**config.mk**
```make
export PLATFORM = sky130hd
export DESIGN_NAME = ticket_change_dispenser
export DESIGN_NICKNAME = d
export VERILOG_FILES = /design/src/rtl/ticket_change_dispenser.sv
export SDC_FILE = /design/constraint.sdc
export NUM_CORES = 1
export LEC_CHECK = 0
export ABC_CLOCK_PERIOD_IN_PS = 3900
export CAP_MARGIN = 20
export CORE_ASPECT_RATIO = 1.75
export CORE_MARGIN = 4
export CORE_UTILIZATION = 53
export CTS_BUF_LIST = sky130_fd_sc_hd__clkbuf_2
export DETAILED_ROUTE_END_ITERATION = 8
export PLACE_DENSITY = 0.8
export SYNTH_ARGS = -nofsm -noshare
export SYNTH_HDL_FRONTEND = slang
export SYNTH_SLANG_ARGS = --single-unit
```
**constraint.sdc**
```tcl
create_clock -name clk -period 3.9 [get_ports clk]
set_input_delay 0.78 -clock clk [delete_from_list [all_inputs] [get_ports clk]]
set_output_delay 0.78 -clock clk [all_outputs]
set_load 0.005 [all_outputs]
```
**src/rtl/ticket_change_dispenser.sv**
```systemverilog
// Ticket/change dispenser: pulses one ticket per count, then pays change greedily (50/10/5/1) over a coin handshake.
// Optional per-denomination coin inventory is enabled with `define COIN_INVENTORY_EN.
`timescale 1ns/1ps
module ticket_change_dispenser #(
    parameter int TICKET_W = 3,
    parameter int AMT_W    = 8,
    parameter int CNT_W    = 8,
    parameter int INIT_50  = 8,
    parameter int INIT_10  = 8,
    parameter int INIT_5   = 8,
    parameter int INIT_1   = 8
) (
    input  logic                clk,
    input  logic                reset,
    input  logic                req_valid,
    output logic                req_ready,
    input  logic [TICKET_W-1:0] req_tickets,
    input  logic [AMT_W-1:0]    req_change,
    output logic                ticket_pulse,
    output logic                coin_valid,
    input  logic                coin_ready,
    output logic [5:0]          coin_value,
    output logic                done,
    output logic                short_err
);

    localparam logic [1:0] S_IDLE   = 2'd0;
    localparam logic [1:0] S_TICKET = 2'd1;
    localparam logic [1:0] S_CHANGE = 2'd2;
    localparam logic [1:0] S_DONE   = 2'd3;

    logic [1:0]          r_state;
    logic [TICKET_W-1:0] r_tix;
    logic [AMT_W-1:0]    r_rem;

    logic [3:0]       w_avail;
    logic [3:0]       w_sel;
    logic [5:0]       w_coin;
    logic             w_has_coin;
    logic             w_hs;
    logic [AMT_W-1:0] w_rem_next;

    // Greedy pick over stocked denominations; bit 3..0 select 50, 10, 5, 1.
    function automatic logic [3:0] pick_coin(input logic [AMT_W-1:0] rem, input logic [3:0] avail);
        int r;
        r = int'(rem);
        pick_coin = 4'b0000;
        if (avail[3] && r >= 50)      pick_coin = 4'b1000;
        else if (avail[2] && r >= 10) pick_coin = 4'b0100;
        else if (avail[1] && r >= 5)  pick_coin = 4'b0010;
        else if (avail[0] && r >= 1)  pick_coin = 4'b0001;
    endfunction

    always_comb begin
        w_sel      = pick_coin(r_rem, w_avail);
        w_has_coin = |w_sel;
        w_coin     = w_sel[3] ? 6'd50 :
                     w_sel[2] ? 6'd10 :
                     w_sel[1] ? 6'd5  :
                     w_sel[0] ? 6'd1  : 6'd0;
        coin_valid = (r_state == S_CHANGE) && w_has_coin;
        coin_value = coin_valid ? w_coin : 6'd0;
        w_hs       = coin_valid && coin_ready;
        w_rem_next = r_rem - AMT_W'(w_coin);
    end

    assign req_ready    = (r_state == S_IDLE);
    assign ticket_pulse = (r_state == S_TICKET);
    assign done         = (r_state == S_DONE);

    always_ff @(posedge clk) begin
        if (reset) begin
            r_state <= S_IDLE;
            r_tix   <= '0;
            r_rem   <= '0;
        end else begin
            case (r_state)
                S_IDLE: begin
                    if (req_valid) begin
                        r_tix <= req_tickets;
                        r_rem <= req_change;
                        if (req_tickets != '0)     r_state <= S_TICKET;
                        else if (req_change != '0) r_state <= S_CHANGE;
                        else                       r_state <= S_DONE;
                    end
                end
                S_TICKET: begin
                    r_tix <= r_tix - TICKET_W'(1);
                    if (r_tix == TICKET_W'(1))
                        r_state <= (r_rem != '0) ? S_CHANGE : S_DONE;
                end
                S_CHANGE: begin
                    if (w_hs) begin
                        r_rem <= w_rem_next;
                        if (w_rem_next == '0) r_state <= S_DONE;
                    end else if (!w_has_coin) begin
                        // Nothing stocked fits the remainder: give up on it.
                        r_state <= S_DONE;
                    end
                end
                default: r_state <= S_IDLE;
            endcase
        end
    end

`ifdef COIN_INVENTORY_EN
    logic             r_short;
    logic [CNT_W-1:0] r_inv [4];

    always_ff @(posedge clk) begin
        if (reset) begin
            r_short  <= 1'b0;
            r_inv[3] <= CNT_W'(INIT_50);
            r_inv[2] <= CNT_W'(INIT_10);
            r_inv[1] <= CNT_W'(INIT_5);
            r_inv[0] <= CNT_W'(INIT_1);
        end else begin
            if (r_state == S_IDLE && req_valid)
                r_short <= 1'b0;
            else if (r_state == S_CHANGE && !w_has_coin)
                r_short <= 1'b1;
            for (int i = 0; i < 4; i++)
                if (w_hs && w_sel[i] && r_inv[i] != '0)
                    r_inv[i] <= r_inv[i] - CNT_W'(1);
        end
    end

    assign w_avail   = {r_inv[3] != '0, r_inv[2] != '0, r_inv[1] != '0, r_inv[0] != '0};
    assign short_err = done && r_short;
`else
    logic w_unused_cfg;
    assign w_unused_cfg = ^{CNT_W, INIT_50, INIT_10, INIT_5, INIT_1};
    assign w_avail      = 4'b1111;
    assign short_err    = 1'b0;
`endif

endmodule
```
After elaboration in Yosys (flattened, before gate mapping)
Index checks and enable logic that the tools add are counted.

storage, ports and cells
  flip-flop bits (word level) = 13
  word-level logic and storage cells = 54
  output and inout port bits = 11

cells by class
  magnitude comparators = 4
  equal/unequal tests = 9
  reduce and logical (&&, ||, !) cells = 13
  muxes and demuxes = 23
  add/sub/neg operators = 2

operator list
  cell                  number
  $mux W8               2
  $pmux W8 S2           1
  $reduce_bool A8 Y1    2
  $mux W2               7
  $mux W4               3
  $mux W6               2
  $ge A8 B1 Y1 const B  1
  $ge A8 B3 Y1 const B  1
  $ge A8 B4 Y1 const B  1
  $ge A8 B6 Y1 const B  1
  $logic_not A8 Y1      1
  $sub A8 B6 Y8         1
  $mux W3               2
  $pmux W2 S3           1
  $pmux W3 S2           1
  $eq A2 B2 Y1 const B  2
  $mux W1               4
  $ne A2 B2 Y1 const B  2
  $reduce_and A4 Y1     1
  $reduce_bool A2 Y1    2
  $reduce_or A4 Y1      1
  $eq A3 B1 Y1 const B  1
  $ne A3 B2 Y1 const B  1
  $ne A3 B3 Y1 const B  1
  8 further kinds       9

Longest topological paths before layout
  depth after elaboration = 14
  depth in mapped cells = 13
  gate-level depth less buffers = 12

Worst setup path after synthesis
OpenSTA, ideal clock, no wires.

  kind = reg2reg
  start point = reg r_rem[7]
  end point = reg r_state[0]
  period minus slack after synthesis = 2.891 ns
  required time = 3.777 ns
  path slack = 1.009 ns
  path buffers = 0
  setup time = 0.123 ns
  stages on the path, launching flop included = 13
  data arrival time = 2.768 ns
  path through = dfxtp_1 -> nor4_2 -> nand2_1 -> nor2_1 -> ha_1 -> inv_1 -> fa_1 -> a211oi_1 -> nor2_1 -> a211oi_1 -> a221oi_2 -> o21ai_2 -> mux2_1

between the ends
  longest elaborated chain between the ends = 13

ends and longest elaborated chain
  what                         line  source
  start, declared              34    logic [AMT_W-1:0] r_rem;
  start signal, assigned       81    r_rem <= req_change;
  start signal, assigned       94    r_rem <= w_rem_next;
  $ge A8 B1 Y1                 51    else if (avail[0] && r >= 1) pick_coin = 4'b0001;
  $mux W1                      51
  $mux W2                      50    else if (avail[1] && r >= 5) pick_coin = 4'b0010;
  $mux W4                      49    else if (avail[2] && r >= 10) pick_coin = 4'b0100;
  $mux W4                      48    if (avail[3] && r >= 50) pick_coin = 4'b1000;
  $mux W1                      60    w_sel[0] ? 6'd1 : 6'd0;
  $mux W3                      59    w_sel[1] ? 6'd5 :
  $mux W4                      58    w_sel[2] ? 6'd10 :
  $mux W6                      57    w_coin = w_sel[3] ? 6'd50 :
  $sub A8 B6 Y8                64    w_rem_next = r_rem - AMT_W'(w_coin);
  $logic_not A8 Y1             95    if (w_rem_next == '0) r_state <= S_DONE;
  $ne A3 B2 Y1 (no line)       -
  $reduce_and A4 Y1 (no line)  -
  end signal, assigned         90    r_state <= (r_rem != '0) ? S_CHANGE : S_DONE;
  end, declared                32    logic [1:0] r_state;

Parallel ways exist; a longest one is shown, timed or not. The select of a mux whose other input is x is not followed.
A chain may end at the register's enable or synchronous reset.

Worst setup path in the final report
Same ends and word-level chain as after synthesis.

==> key figures <==
GRT
  • Vias in the first global route: 1,324
  • Initial antenna violation count: 0
  • Grt ovf: 0
  • Global-route wire length before repair: 5.97 mm
  • Met2 Track Usage GR: 0.432
  • Largest net degree at the start of global routing: 16
  • Busiest layer in global routing: met2
  • Total track usage: 0.239
  • GRT met1 Usage: 0.273
  • Met3 GRT Util: 0.0198

Synth
  • Async SR Flop Fraction: 0
  • Main synth FF type: dfxtp_1
  • Synthesized area: 1260 um^2
  • Seq cells post-synth: 13
  • Syn Inst Count: 160
  • Mean Syn Cell Area: 7.91 um^2
  • Unique masters post-synth: 48
  • EDFF count, synth: 0
  • Synth warnings: 0
  • Mapped Nets: 188
  • Sequential share of the synthesized area: 0.206

Floorplanning
  • Initial Utilization: 0.556
  • Core Region: 2270 um^2
  • Die area: 3260 um^2
  • Die Height: 72.6 um
  • I/O pins: 26
  • Horiz. Die Dim: 44.9 um
  • Row count: 23

STA
  • Max Fclk: 0.295 GHz
  • Post-Route Setup TNS: 0 ps
  • Final worst path period need: 3400 ps
  • # setup viols final: 0
  • Clock Skews: 5.16 ps
  • Slew headroom: 0.482
  • Hold WS: 508 ps
  • Tightest Pin Transition: 774 ps
  • Unrepaired setup endpoints after global routing: no
  • Final worst slack: 505 ps
  • Endpoints failing hold: 0
  • Final Cycle Share: 0.871
  • Fin. max-slew vios: 0

Hold path
  • Min-Delay Path Class: flip-flop to flip-flop

CTS
  • Clock sink total: 13
  • # resized after CTS: 0
  • Hold buffers post-CTS: 0
  • CTS Buf Count: 3
  • Number of setup buffers added after CTS: 0
  • Clock latency on the worst-skew pair: 270 ps
  • Clock Tree Root: clkbuf_2
  • TritonCTS clock tree: yes
  • # H-tree levels: 1
  • Bufs on Longest Clock Path: 2
  • Clk slew on worst S/H paths: 130 ps

Cells and area
  • Post-route cell area: 1520 um^2
  • Commonest non-fill, non-tap cell in the layout: clkdlybuf4s50_1
  • Area of the multi-input gates: 921 um^2
  • Layout area overhead: 20.0%
  • Share of cells above drive strength 1: 0.0824
  • Fill cells: 220
  • ANT cells: 0
  • Most frequent cells in the layout: clkdlybuf4s50_1, nor2_1, o21ai_0, dfxtp_1, ha_1
  • Nets@finish: 211
  • Reg area: 260 um^2

Place
  • Setup slack at placement: 554 ps
  • Final GP Congestion: 0.855
  • PortBufs: 24
  • Detailed-placement wirelength estimate: 2.79 mm
  • Area post-placement: 1500 um^2

Route
  • Detailed Routing Iterations Pass 1: 4
  • Vias/cell: 6.05
  • ANT nets after route: 0
  • WL/cell: 16.4 um
  • Number of DRC violations after detailed-routing iteration 0: 48
  • DR vias: 1,252
  • DR DRC count: 0
  • Drt total wl: 3.39 mm

Status
  • Status: finished, final reports clean

Worst setup path
  • Critical path, cell by cell: nor4_2, nand2_1, nor2_1, ha_1, inv_1, fa_1, a211oi_1, nor2_1, a211oi_1, a221oi_2, o21ai_2, mux2_1
  • Startpoint Class: flip-flop
  • Setup crit end kind: flip-flop
  • Worst path slowest cell: nor4_2
  • WP data required: 4070 ps
  • Critical path fanouts, max: 7
  • Max stage delay on crit path: 440 ps
  • CP arrival: 3570 ps
  • Critical path type: flip-flop to flip-flop

Power and ir drop
  • Pleak: 0.000575 uW
  • Worst VDD drop: 0.000459 V
  • Pwr/cell area: 966 nW/um^2

Run
  • Max_cap viols: 0
metrics by stage:
stage,utilization,power [uW],instances
finish,0.668,1470,207
global route,0.668,1610,207
CTS,0.668,1450,207
detailed placement,0.659,1370,203
global placement,0.659,1320,203
floorplan,-,1110,160
worst max-delay path: cells and delay by family (launching register included):
kind | cells | cell delay (ps)
AND/OR/NAND/NOR | 4 | 920
flip-flops | 1 | 410
adder cells (fa/ha/maj) | 2 | 630
buffers and inverters | 1 | 70
multiplexers | 1 | 340
AO/OA/AOI/OAI | 4 | 950
flip-flops by register name, indices dropped and copies added, names as in the netlist:
| signal | flops |
|---|---|
| r_rem | 8 |
| r_state | 2 |
| r_tix | 3 |
layer usage:
metal | vias to the layer above | share of wire
li1 | 629 | -
met1 | 576 | 0.38
met2 | 41 | 0.56
met3 | 6 | 0.038
met4 | 0 | 0.019
met5 | - | 0
worst paths after layout:
check	from	endpoint	slack (ps)	cells after the start
worst min-delay path	r_tix[1]	r_tix[1]	510	2
worst max register to register	r_rem[7]	r_state[0]	500	12
worst max-delay path	r_rem[7]	r_state[0]	500	12
worst min register to register	r_tix[1]	r_tix[1]	510	2
power breakdown:
group | switching (uW) | internal, uW
Clock | 44.0 | 27.2
Sequential | 71.4 | 183
Combinational | 674 | 466
final cells by class:
class | count | area share
Clock buffer | 4 | 0.0132
Inverter | 12 | 0.0297
Multi-Input combinational cell | 129 | 0.607
Sequential cell | 13 | 0.171
Tap cell | 25 | 0.0206
Timing Repair Buffer | 24 | 0.158
cell usage after synthesis, types with 2 or more instances:
cell type / number / area, um^2
nor3b_1: 2 / 15.0
mux2i_1: 4 / 40.0
a211oi_1: 10 / 75.1
xnor2_1: 2 / 17.5
mux2_1: 2 / 22.5
clkbuf_1: 2 / 7.51
a21oi_1: 10 / 50.1
o211ai_1: 2 / 15.0
dfxtp_1: 13 / 260
o21ai_0: 14 / 70.1
or4_1: 2 / 15.0
nand2_1: 10 / 37.5
o21a_1: 2 / 15.0
xor2_1: 2 / 17.5
buf_4: 2 / 15.0
nor2b_1: 4 / 25.0
ha_1: 12 / 150
inv_1: 11 / 41.3
nor2_1: 22 / 82.6
nor3_1: 4 / 20.0
cell families after synthesis:
family | Yosys count | share of synthesized area
and+or+nand+nor | 55 | 0.227
AOI/OAI and AO/OA | 50 | 0.287
buffers and inverters | 18 | 0.0663
adders and majority gates | 13 | 0.135
DFF | 13 | 0.206
muxes | 6 | 0.0495
xor gates and xnor gates | 4 | 0.0277
other | 1 | 0.00296
Power figures use the tool's default switching activity.
